**config.mk**
```make
export PLATFORM = sky130hd
export DESIGN_NAME = bitmap_instance_scheduler
export DESIGN_NICKNAME = d
export VERILOG_FILES = /design/src/rtl/bitmap_instance_scheduler.sv
export SDC_FILE = /design/constraint.sdc
export NUM_CORES = 1
export LEC_CHECK = 0
export CAP_MARGIN = 10
export CORE_MARGIN = 3
export CORE_UTILIZATION = 40
export CTS_CLUSTER_SIZE = 28
export DETAILED_ROUTE_END_ITERATION = 10
export GPL_TIMING_DRIVEN = 0
export PLACE_DENSITY = 0.7
export SLEW_MARGIN = 40
export SYNTH_ARGS = -nofsm -noshare
export SYNTH_HDL_FRONTEND = slang
export SYNTH_SLANG_ARGS = --single-unit
```
**constraint.sdc**
```tcl
create_clock -name clk -period 7 [get_ports clk]
set_input_delay 1.4 -clock clk [delete_from_list [all_inputs] [get_ports clk]]
set_output_delay 1.4 -clock clk [all_outputs]
set_load 0.05 [all_outputs]
```
**src/rtl/bitmap_instance_scheduler.sv**
```systemverilog
// Shares one sprite bitmap between N_INST instances. Each pixel is hit-tested, the lowest index wins, and a tag is registered to match the bitmap's latency.
// Optional macro SCHED_COLLISION_EN adds the collision and frameCollision outputs.
module bitmap_instance_scheduler #(
    parameter int unsigned N_INST       = 4,
    parameter int unsigned OBJ_W        = 32,
    parameter int unsigned OBJ_H        = 32,
    parameter int unsigned BLINK_FRAMES = 16
) (
    input  logic        clk,
    input  logic        resetN,
    input  logic [10:0] pixelX,
    input  logic [10:0] pixelY,
    input  logic        startOfFrame,
    input  logic        cfgWe,
    input  logic [2:0]  cfgIdx,
    input  logic [10:0] cfgX,
    input  logic [10:0] cfgY,
    input  logic [1:0]  cfgMode,
    output logic [10:0] offsetX,
    output logic [10:0] offsetY,
    output logic        InsideRectangle,
    output logic        hitValid,
    output logic [2:0]  hitIndex,
    output logic        blinkPhase
`ifdef SCHED_COLLISION_EN
    ,
    output logic        collision,
    output logic        frameCollision
`endif
);

    localparam int unsigned CNT_W = (BLINK_FRAMES > 1) ? $clog2(BLINK_FRAMES) : 1;
    localparam logic [1:0] MODE_ON    = 2'd1;
    localparam logic [1:0] MODE_BLINK = 2'd2;

    typedef struct packed {
        logic [10:0] x;
        logic [10:0] y;
        logic [1:0]  mode;
    } inst_cfg_t;

    inst_cfg_t            pend_cfg [N_INST];
    inst_cfg_t            act_cfg  [N_INST];
    inst_cfg_t            wr_cfg;
    logic [N_INST-1:0]    wr_sel;
    logic [N_INST-1:0]    hits;
    logic [CNT_W-1:0]     frame_cnt;
    logic                 win_any;
    logic [2:0]           win_idx;
    logic [10:0]          win_x;
    logic [10:0]          win_y;
    logic                 multi_hit;

    assign wr_cfg = '{x: cfgX, y: cfgY, mode: cfgMode};

    // Write select; indices at or above N_INST match no instance and are dropped
    always_comb begin
        wr_sel = '0;
        for (int i = 0; i < N_INST; i++) begin
            wr_sel[i] = cfgWe && (cfgIdx == 3'(i));
        end
    end

    // Pending/active double buffer; a same-cycle write bypasses into active
    always_ff @(posedge clk or negedge resetN) begin
        if (!resetN) begin
            for (int i = 0; i < N_INST; i++) begin
                pend_cfg[i] <= '0;
                act_cfg[i]  <= '0;
            end
        end else begin
            for (int i = 0; i < N_INST; i++) begin
                if (wr_sel[i]) begin
                    pend_cfg[i] <= wr_cfg;
                end
                if (startOfFrame) begin
                    act_cfg[i] <= wr_sel[i] ? wr_cfg : pend_cfg[i];
                end
            end
        end
    end

    // Blink sequencer, stepped once per frame
    always_ff @(posedge clk or negedge resetN) begin
        if (!resetN) begin
            frame_cnt  <= '0;
            blinkPhase <= 1'b0;
        end else if (startOfFrame) begin
            if (frame_cnt == CNT_W'(BLINK_FRAMES - 1)) begin
                frame_cnt  <= '0;
                blinkPhase <= ~blinkPhase;
            end else begin
                frame_cnt <= frame_cnt + CNT_W'(1);
            end
        end
    end

    // Rectangle test at 12 bits so rectangles near 2047 do not wrap to 0
    always_comb begin
        hits = '0;
        for (int i = 0; i < N_INST; i++) begin
            hits[i] = ((act_cfg[i].mode == MODE_ON) ||
                       ((act_cfg[i].mode == MODE_BLINK) && !blinkPhase)) &&
                      ({1'b0, pixelX} >= {1'b0, act_cfg[i].x}) &&
                      ({1'b0, pixelX} <  {1'b0, act_cfg[i].x} + 12'(OBJ_W)) &&
                      ({1'b0, pixelY} >= {1'b0, act_cfg[i].y}) &&
                      ({1'b0, pixelY} <  {1'b0, act_cfg[i].y} + 12'(OBJ_H));
        end
    end

    // Descending scan so the lowest hitting index is the last assignment
    always_comb begin
        win_any   = 1'b0;
        win_idx   = '0;
        win_x     = '0;
        win_y     = '0;
        multi_hit = 1'b0;
        for (int i = N_INST - 1; i >= 0; i--) begin
            if (hits[i]) begin
                multi_hit = win_any;
                win_any   = 1'b1;
                win_idx   = 3'(i);
                win_x     = act_cfg[i].x;
                win_y     = act_cfg[i].y;
            end
        end
        InsideRectangle = win_any;
        offsetX         = win_any ? (pixelX - win_x) : '0;
        offsetY         = win_any ? (pixelY - win_y) : '0;
    end

    // Stage 1 tag aligned with bitmap RGBout
    always_ff @(posedge clk or negedge resetN) begin
        if (!resetN) begin
            hitValid <= 1'b0;
            hitIndex <= '0;
        end else begin
            hitValid <= win_any;
            hitIndex <= win_idx;
        end
    end

`ifdef SCHED_COLLISION_EN
    logic frame_acc;

    // Collision flag plus per-frame sticky result held for the following frame
    always_ff @(posedge clk or negedge resetN) begin
        if (!resetN) begin
            collision      <= 1'b0;
            frame_acc      <= 1'b0;
            frameCollision <= 1'b0;
        end else begin
            collision <= multi_hit;
            if (startOfFrame) begin
                frameCollision <= frame_acc | collision;
                frame_acc      <= 1'b0;
            end else begin
                frame_acc <= frame_acc | collision;
            end
        end
    end
`else
    logic unused_multi;
    assign unused_multi = multi_hit;
`endif

endmodule
```
==> flow_metrics.py <==
metrics = {
    "status": {
        "status": "complete, but fails checks",
        "violations": "negative setup slack",
    },
    "setup_path": {
        "r2r_end": "hitValid$_DFF_PN0_",
        "crit_fanout": 10,
        "worstSetupEndpointType": "output port",
        "worst-setup-path-type": "in -> out",
        "worst-r2r-cell-count": 15,
        "cpMaxStageDelayCell": "or3b_1",
        "startpoint_type": "primary input",
        "timing.rr.start": "act_cfg[66]$_DFFE_PN0P_",
        "cp_cell_sequence": "buf_6, ha_1, a211oi_2, or3b_1, o211ai_1, buf_4, nor4_2, a41o_2, buf_12, a221oi_4, a211oi_2, ha_2, fa_2, nor2b_4, o21ai_2, a21boi_2, o21ai_2, a21oi_2, mux2i_1, o2111ai_2, a211o_1, nand2_2, buf_8",
        "max_stage_delay_ps": 410,
        "cp.arrival_ps": 5950,
        "r2r_slack_ps": 3240,
        "cp.required_ps": 5600,
    },
    "power_and_ir_drop": {
        "ir_drop_v": 0.0001920,
        "power_density_nw_per_um2": 287.7,
        "total_power_mw": 4.668,
        "p_leak_nw": 7.005,
    },
    "timing": {
        "max_slew_margin": 0.4117,
        "hold_viol_final": 0,
        "skew_ps": 14.60,
        "fmax_ghz": 0.1361,
        "setup_ws_ps": -348.9,
        "worstMarginPinSlew_ps": 882.4,
        "grt_setup_unrepaired": "true",
        "setup_violations": 3,
        "finalMaxSlewViolations": 0,
        "period_share": 1.050,
        "tns_ps": -708.7,
        "hold_slack_ps": 497.6,
        "period_needed_ps": 7349,
    },
    "cts": {
        "cts-root-buf": "clkbuf_16",
        "cts_buffers": 17,
        "clk_pin_slew_ps": 80,
        "clk_latency_ps": 460,
        "clockBufferDepth": 2,
        "numClockSinks": 200,
        "cts_tree": "yes",
        "cts_max_level": 4,
    },
    "synthesis": {
        "syn_avg_cell_area_um2": 10.04,
        "synth_edf_count": 0,
        "syn_inst": 1292,
        "synthTopCellsByArea": "dfrtp_1 (39%), ha_1 (16%), mux2_2 (9.7%)",
        "synth.largest_area_cell": "dfrtp_1",
        "synthFlopType": "dfrtp_1",
        "ys_ff_latch": 200,
        "syn-num-nets": 1512,
        "async_reset_ff_frac": 1.000,
        "ys.warnings.count": 0,
        "netlist_area_um2": 12970,
        "yosysTopAreaCellShare": 0.3858,
        "ys_seq_area_frac": 0.3858,
        "yosysUniqueCellTypes": 69,
    },
    "route": {
        "drt-initial-drc-count": 912,
        "wire_per_inst_um": 22.29,
        "num_vias": 10818,
        "ant_nets": 0,
        "dr.pass1.iters": 5,
        "vias_per_cell": 5.785,
        "wirelength_um": 41680,
        "drc": 0,
    },
    "hold_path": {
        "hold_path_class": "reg -> reg",
        "holdPathStages": 1,
        "min-delay-start": "pend_cfg[11]$_DFF_PN0_",
        "holdPathEnd": "pend_cfg[11]$_DFF_PN0_",
    },
    "layout": {
        "fin_area_um2": 16220,
        "nNetsFinal": 1642,
        "layoutNonFillerInstCount": 1870,
        "area_growth_pct": 25.06,
        "drive_gt1_frac": 0.2502,
        "antennaDiodeCount": 0,
        "fillers": 2812,
    },
    "global_route": {
        "grt_max_degree": 75,
        "grt_pass1_wl_um": 62820,
        "grt_pass1_vias": 10932,
        "overflow": 0,
        "antenna_found_initial": 0,
        "grt_usage": 0.2408,
    },
    "floorplanning": {
        "die_h_um": 186.1,
        "initial_core_util": 0.4080,
        "dieArea_um2": 34630,
        "io_pins": 81,
        "rows": 65,
        "die_x_um": 186.1,
        "coreArea_um2": 31800,
    },
    "place": {
        "dpl.hpwl_um": 30360,
        "portBuffers": 78,
        "dpl_cell_area_um2": 14430,
        "dp_cells": 1809,
        "gp_congestion": 0.9583,
    },
    "run": {
        "drv_cap": 0,
    },
}
-- critical path: cells and delay by family --
family                   cells  cell delay (ps)
AO/OA/AOI/OAI               11             2030
adder cells (fa/ha/maj)      3              920
AND/OR/NAND/NOR              4              690
buffers and inverters        4              620
multiplexers                 1              260
-- routing by layer --
layer / up-vias / track usage / wire, um
met3: 90 / 0.03127 / 2551
li1: 4939 / - / -
met5: - / 0 / 0
met4: 0 / 0.1031 / 1666
met1: 5387 / 0.3237 / 17970
met2: 402 / 0.3919 / 19490
-- cell type report --
class	count	area, um2	share of cell area
clock inverter	15	177.7	0.01095
tap	435	544.3	0.03355
inverter	118	452.9	0.02792
sequential	200	5009	0.3087
clock buffer	17	425.4	0.02622
timing repair buffer	111	1099	0.06771
multi-input combinational	928	8223	0.5068
buffer	46	294.0	0.01812
-- Yosys cell counts (4+ instances only) --
master,count
nand4_1,15
clkbuf_1,33
or4_1,4
dfrtp_1,200
nor3b_1,6
xnor2_1,40
and3_1,6
nor4_1,4
a21o_1,13
o211ai_1,7
nor3_1,20
nor2b_1,18
o21a_1,9
and4_1,4
o22ai_1,4
buf_2,7
nand2b_1,9
a21oi_1,46
nor2_1,56
a21boi_0,7
nand2_1,103
a31oi_1,8
o21ai_0,118
a311o_1,16
nand3_1,43
a221oi_2,17
ha_1,165
inv_1,116
a211oi_1,8
a211o_1,9
mux2_2,112
a2111oi_0,4
-- state kept, by name (all words and copies together), names as in the netlist --
name / count
hitIndex: 2
pend_cfg: 96
frame_cnt: 4
blinkPhase: 1
act_cfg: 96
hitValid: 1
-- how the worst max path moves through the flow --
stage | startpoint | end | slack [ps] | depth (start not counted)
2_1_floorplan | pixelY[0] | offsetX[10] | -130 | 23
3_3_place_gp | resetN | pend_cfg[31]$_DFF_PN0_ | -3760 | 1
3_5_place_dp | pixelY[6] | offsetX[10] | -2470 | 23
4_1_cts | pixelX[8] | offsetX[10] | -260 | 22
5_1_grt | pixelX[7] | offsetX[10] | -440 | 24
6_report | pixelX[10] | offsetX[10] | -350 | 23
-- through the flow --
stage,setup slack [ps],utilization
finish,-348.9,0.5102
global route,-436.2,0.5102
CTS,-260.9,0.4986
detailed placement,-2474,0.4536
global placement,-3763,0.4503
floorplan,-125.0,-
-- logic make-up (layout without fill, tap and decap cells) --
| logic type | after synthesis | in the layout | synth area share |
|---|---|---|---|
| AO/OA/AOI/OAI | 303 | 303 | 0.1611 |
| XOR/XNOR | 40 | 40 | 0.02700 |
| adder cells (fa/ha/maj) | 167 | 167 | 0.1622 |
| buffers and inverters | 164 | 307 | 0.04986 |
| flip-flops | 200 | 200 | 0.3858 |
| multiplexers | 114 | 114 | 0.09876 |
| other | 1 | 1 | 0.0002890 |
| AND/OR/NAND/NOR | 303 | 303 | 0.1151 |
-- layout by cell type, fill, tap and decap left out, types with 16 or more instances in the layout --
cell,Yosys,final
a221oi_2,17,16
inv_1,116,114
buf_6,2,16
nand2_1,103,101
xnor2_1,40,39
nand3_1,43,42
mux2_2,112,112
a311o_1,16,16
buf_4,2,40
clkbuf_16,0,17
dfrtp_1,200,197
clkbuf_1,33,29
o21ai_0,118,101
nor3_1,20,16
clkdlybuf4s50_1,0,37
ha_1,165,130
ha_4,0,31
a21oi_1,46,42
nor2_1,56,52
-- timing repair --
item	CTS	global route
setup buffers	24	5
hold buffers	0	0
pin swaps	47	40
resized for setup	323	77
setup endpoints to repair	23	21
-- where the power goes --
part	internal, mW	switching [mW]
registers	1.41	0.186
logic	0.890	1.16
clock network	0.486	0.541
Power figures use the tool's default switching activity.
